## config.mk

```make
export PLATFORM = sky130hd
export DESIGN_NAME = sha_msg_server
export DESIGN_NICKNAME = d
export VERILOG_FILES = /design/src/rtl/sha_msg_server.sv
export SDC_FILE = /design/constraint.sdc
export NUM_CORES = 1
export LEC_CHECK = 0
export ABC_AREA = 1
export CAP_MARGIN = 0
export CORE_ASPECT_RATIO = 0.5
export CORE_MARGIN = 5
export CORE_UTILIZATION = 40
export CTS_CLUSTER_SIZE = 30
export DETAILED_ROUTE_END_ITERATION = 6
export PLACE_DENSITY = 0.6
export REMOVE_ABC_BUFFERS = 1
export SLEW_MARGIN = 30
export SYNTH_ARGS = -nofsm -noshare
export SYNTH_HDL_FRONTEND = slang
export SYNTH_SLANG_ARGS = --single-unit
```

## constraint.sdc

```tcl
create_clock -name clk -period 1.55 [get_ports clk]
set_input_delay 0.2325 -clock clk [delete_from_list [all_inputs] [get_ports clk]]
set_output_delay 0.2325 -clock clk [all_outputs]
set_load 0.005 [all_outputs]
```

## src/rtl/sha_msg_server.sv

```systemverilog
// Word server for the SHA-256 core: header chunks 0/1 and the padded second-pass digest chunk.
// Request accepted in IDLE, rdy pulses LATENCY+1 cycles later; dropping rq while waiting aborts.
module sha_msg_server #(
   parameter int LATENCY = 1
) (
   input  logic         clk,
   input  logic         rst_n,
   input  logic         rq,
   input  logic [3:0]   addr,
   output logic         rdy,
   output logic [31:0]  data,
   input  logic [1:0]   mode,
   input  logic         hdr_we,
   input  logic [4:0]   hdr_idx,
   input  logic [31:0]  hdr_wdata,
   input  logic         nonce_ld,
   input  logic [31:0]  nonce_in,
   input  logic         nonce_inc,
   output logic [31:0]  nonce,
   input  logic         dig_we,
   input  logic [255:0] dig_in,
   output logic         busy,
   output logic         blk_served
);

   typedef enum logic [1:0] {S_IDLE, S_WAIT, S_RESP} state_t;

   localparam logic [3:0] LAT = 4'(LATENCY);

   state_t        state_q, state_d;
   logic [3:0]    cnt_q, cnt_d;
   logic [3:0]    a_q, a_d;
   logic [1:0]    m_q, m_d;
   logic [31:0]   data_q, data_d;
   logic [31:0]   nonce_q, nonce_d;
   logic [255:0]  dig_q, dig_d;
   logic [31:0]   hdr_q [19];
   logic [31:0]   hdr_d [19];
   logic [31:0]   word;

   // Word selection uses the registered request and the storage as it stands before this edge.
   always_comb begin
      word = '0;
      case (m_q)
         2'd0: word = hdr_q[{1'b0, a_q}];
         2'd1: begin
            if (a_q < 4'd3)       word = hdr_q[5'd16 + {3'b000, a_q[1:0]}];
            else if (a_q == 4'd3) word = nonce_q;
            else if (a_q == 4'd4) word = 32'h8000_0000;
            else if (a_q == 4'd15) word = 32'h0000_0280;
         end
         2'd2: begin
            if (!a_q[3])          word = dig_q[{~a_q[2:0], 5'b00000} +: 32];
            else if (a_q == 4'd8) word = 32'h8000_0000;
            else if (a_q == 4'd15) word = 32'h0000_0100;
         end
         default: word = '0;
      endcase
   end

   always_comb begin
      state_d = state_q;
      cnt_d   = cnt_q;
      a_d     = a_q;
      m_d     = m_q;
      data_d  = data_q;
      case (state_q)
         S_IDLE: begin
            if (rq) begin
               a_d     = addr;
               m_d     = mode;
               cnt_d   = LAT;
               state_d = S_WAIT;
            end
         end
         S_WAIT: begin
            if (!rq) begin
               state_d = S_IDLE;
            end else if (cnt_q == 4'd0) begin
               data_d  = word;
               state_d = S_RESP;
            end else begin
               cnt_d = cnt_q - 4'd1;
            end
         end
         S_RESP:  state_d = S_IDLE;
         default: state_d = S_IDLE;
      endcase
   end

   always_comb begin
      hdr_d = hdr_q;
      if (hdr_we && (hdr_idx < 5'd19)) hdr_d[hdr_idx] = hdr_wdata;
      dig_d = dig_we ? dig_in : dig_q;
      if (nonce_ld)       nonce_d = nonce_in;
      else if (nonce_inc) nonce_d = nonce_q + 32'd1;
      else                nonce_d = nonce_q;
   end

   always_ff @(posedge clk or negedge rst_n) begin
      if (!rst_n) begin
         state_q <= S_IDLE;
         cnt_q   <= '0;
         a_q     <= '0;
         m_q     <= '0;
         data_q  <= '0;
         nonce_q <= '0;
         dig_q   <= '0;
         hdr_q   <= '{default: '0};
      end else begin
         state_q <= state_d;
         cnt_q   <= cnt_d;
         a_q     <= a_d;
         m_q     <= m_d;
         data_q  <= data_d;
         nonce_q <= nonce_d;
         dig_q   <= dig_d;
         hdr_q   <= hdr_d;
      end
   end

   assign rdy        = (state_q == S_RESP);
   assign busy       = (state_q != S_IDLE);
   assign blk_served = rdy && (a_q == 4'd15);
   assign data       = data_q;
   assign nonce      = nonce_q;

endmodule

```

==> impl_metrics.ini <==
[status]
outcome = complete, but fails checks
violations = negative setup slack

[setup_path]
startpoint = a_q[0]$_DFFE_PN0P_
timing.rr.start = a_q[0]$_DFFE_PN0P_
worstPathArrival_ps = 2750
worst_setup_path_end_kind = flip-flop
startpoint_type = flip-flop
rrSetupSlack_ps = -620
critPathKind = flip-flop to flip-flop
critPathRequiredTime_ps = 2140
crit_path_max_fanout = 8
reg2reg_to = data[12]$_DFFE_PN0P_
reg2regPathDepth = 13

[routing]
wl_um = 177000
vias_per_cell = 5.32
num_vias = 41860
routedWlPerCell_um = 22.5
antenna_left = 0
first_pass_iters = 5
drtIter0Drc = 5096
drc = 0

[power]
worst_ir_drop_vdd_uv = 1350
leakagePower_nw = 28.8
p_per_area_mw_per_mm2 = 1620

[final_layout]
final_layout_size_suffix_gt1_frac = 0.195
layout.cells.non_filler = 7873
utilization = 0.544
nets = 6643
fillers = 10045
areaGrowthSynthToFinish_pct = 35.2
final_area_mm2 = 0.0599

[yosys]
synth_edf_count = 0
syn_inst = 5584
ys_warn_count = 0
syn_avg_cell_area_um2 = 7.93
synthTopCellsByCount = 1933 x nand2_1, 940 x dfrtp_1, 452 x nor2_1
ys_ff_latch = 940
yosysUniqueCellTypes = 39
synth.cell_area_mm2 = 0.0443
yosysMostFrequentCell = nand2_1
ys_seq_area_frac = 0.531
synthFlopType = dfrtp_1
synth_top_area_frac = 0.531
yosys.area.top_type = dfrtp_1
async_flop_share = 1.00
ys_top_cells_by_area = dfrtp_1 53%, nand2_1 16%, o21ai_0 4.8%, o21ai_1 3.9%, nor2_1 3.8%

[clock_network]
htreeDepth = 3
cts_made_buffers = 90
clk_path_buf_depth = 3
clk_pin_slew_ps = 70
clock_latency_ps = 720
cts_root_buf = clkbuf_16
cts.sinks = 940
cts_tree = yes

[global_route]
track_usage = 0.296
grt_pass1_wl_um = 263000
grt_overflow = 0
grt_max_degree = 67
grt_pass1_vias = 40610
antenna_found_initial = 2

[timing]
grt_setup_unrepaired = true
tightest_slew_ps = 745
max_freq_mhz = 462
whs_ps = 4.86
maxSlewViolCount = 0
fin_ws_ps = -616
worst_clock_skew_ps = 30.6
setup_viol = 79
fin_crit_sh = 1.40
tns_ps = -19370
hold_violations = 0
relSlewSlack = 0.503
period_minus_slack_ps = 2170

[placed_design]
place_congestion = 0.951
portBuffers = 404
dp_cells = 7576
place_area_mm2 = 0.0536
dp_hpwl_um = 121000

[floorplan]
die_w_um = 481
dieArea_mm2 = 0.118
num_rows = 86
dieHeight_um = 245
pin_count = 405
core-area_mm2 = 0.110
initial_core_util = 0.403

[hold_path]
holdCritPathClass = input pin to async pin

[job]
max_cap_viol_count = 0
-- where the power goes --
part | total (mW) | switching [mW] | internal, mW
combinational | 42.0 | 24.8 | 17.1
sequential | 30.9 | 2.44 | 28.4
clock | 24.2 | 10.4 | 13.8
total | 97.0 | 37.6 | 59.3
-- logic make-up (layout without fill, tap and decap cells) --
kind of cell,Yosys count,after routing,share of synthesized area
muxes,127,127,0.0323
AOI/OAI and AO/OA,1019,1019,0.118
xor gates and xnor gates,17,17,0.00336
other,0,1,0
adders and majority gates,3,3,0.000848
DFF,940,940,0.531
and+or+nand+nor,2714,2714,0.243
buffers and inverters,764,1556,0.0714
-- registers in the layout, indices dropped and copies added (netlist names) --
signal / cells
hdr_q: 608
dig_q: 256
data: 32
nonce: 32
a_q: 4
cnt_q: 4
m_q: 2
state_q: 2
-- per-layer routing --
metal / vias to the layer above / GRT usage / share of wire
met2: 1830 / 0.460 / 0.45
met4: 2 / 0.0890 / 0.034
met1: 20495 / 0.419 / 0.43
li1: 19195 / - / -
met3: 338 / 0.0608 / 0.089
met5: - / 0 / 0.000056
-- what timing repair did --
| item | in CTS | in global routing |
|---|---|---|
| gates resized for setup | 591 | 209 |
| buffers inserted | 97 | 16 |
| gates cloned | 15 | 5 |
| pin swaps | 53 | 72 |
| hold buffers | 3 | 0 |
| endpoints found under the hold margin | 828 | 0 |
| endpoints found under the setup margin | 117 | 114 |
-- per-stage QoR --
step,power (mW),worst slack (ps)
floorplan,43.4,-7730
global placement,65.3,-1200
global route,102,-685
CTS,94.5,-634
detailed placement,65.6,-1170
finish,97.0,-616
-- worst max-delay path: stages (launching register included) --
cell	delay (ps)
dfrtp_4	590
buf_12	190
buf_16	160
buf_16	170
nor2_1	100
nor2_1	40
o21ai_0	90
nand2_1	70
nand2_1	60
nand2_2	60
o21ai_4	250
nand2_1	90
nand2_1	70
nand2_1	60
-- how the worst max path moves through the flow --
stage | end | depth (start not counted)
5_1_grt | data[28]$_DFFE_PN0P_ | 11
2_1_floorplan | data[18]$_DFFE_PN0P_ | 11
3_3_place_gp | data[18]$_DFFE_PN0P_ | 12
3_5_place_dp | data[18]$_DFFE_PN0P_ | 12
4_1_cts | data[12]$_DFFE_PN0P_ | 14
6_report | data[12]$_DFFE_PN0P_ | 13
-- cell usage in the layout, fill, tap and decap left out, types with 14 or more instances in the layout --
master / netlist / routed
nand2_1: 1933 / 1842
dfrtp_1: 940 / 925
nor2_1: 452 / 409
o21ai_0: 421 / 396
inv_1: 401 / 393
o21ai_1: 348 / 348
buf_4: 15 / 337
clkdlybuf4s50_1: 0 / 335
nand3_1: 268 / 239
a21oi_1: 203 / 154
buf_12: 0 / 140
mux2_2: 127 / 127
buf_6: 4 / 105
clkbuf_16: 0 / 96
nand2_2: 1 / 81
a21oi_2: 0 / 39
nand3_2: 1 / 26
nor2_2: 3 / 25
clkbuf_8: 0 / 25
nor2_4: 3 / 24
buf_2: 155 / 24
o21ai_2: 4 / 21
nand2_4: 10 / 20
o211ai_1: 20 / 20
a22oi_1: 18 / 18
or2_2: 18 / 17
clkbuf_1: 167 / 16
buf_16: 0 / 14
-- final cells by class --
cell class	count	area, um^2	share of cell area
clock inverter	34	523	0.00874
antenna	1	2.50	0.0000418
clock buffer	132	2680	0.0448
tap	1496	1870	0.0313
inverter	408	1570	0.0263
timing repair buffer	982	10900	0.181
multi-input combinational	3880	18800	0.314
sequential	940	23500	0.393
(Power assumes the default switching activity.)
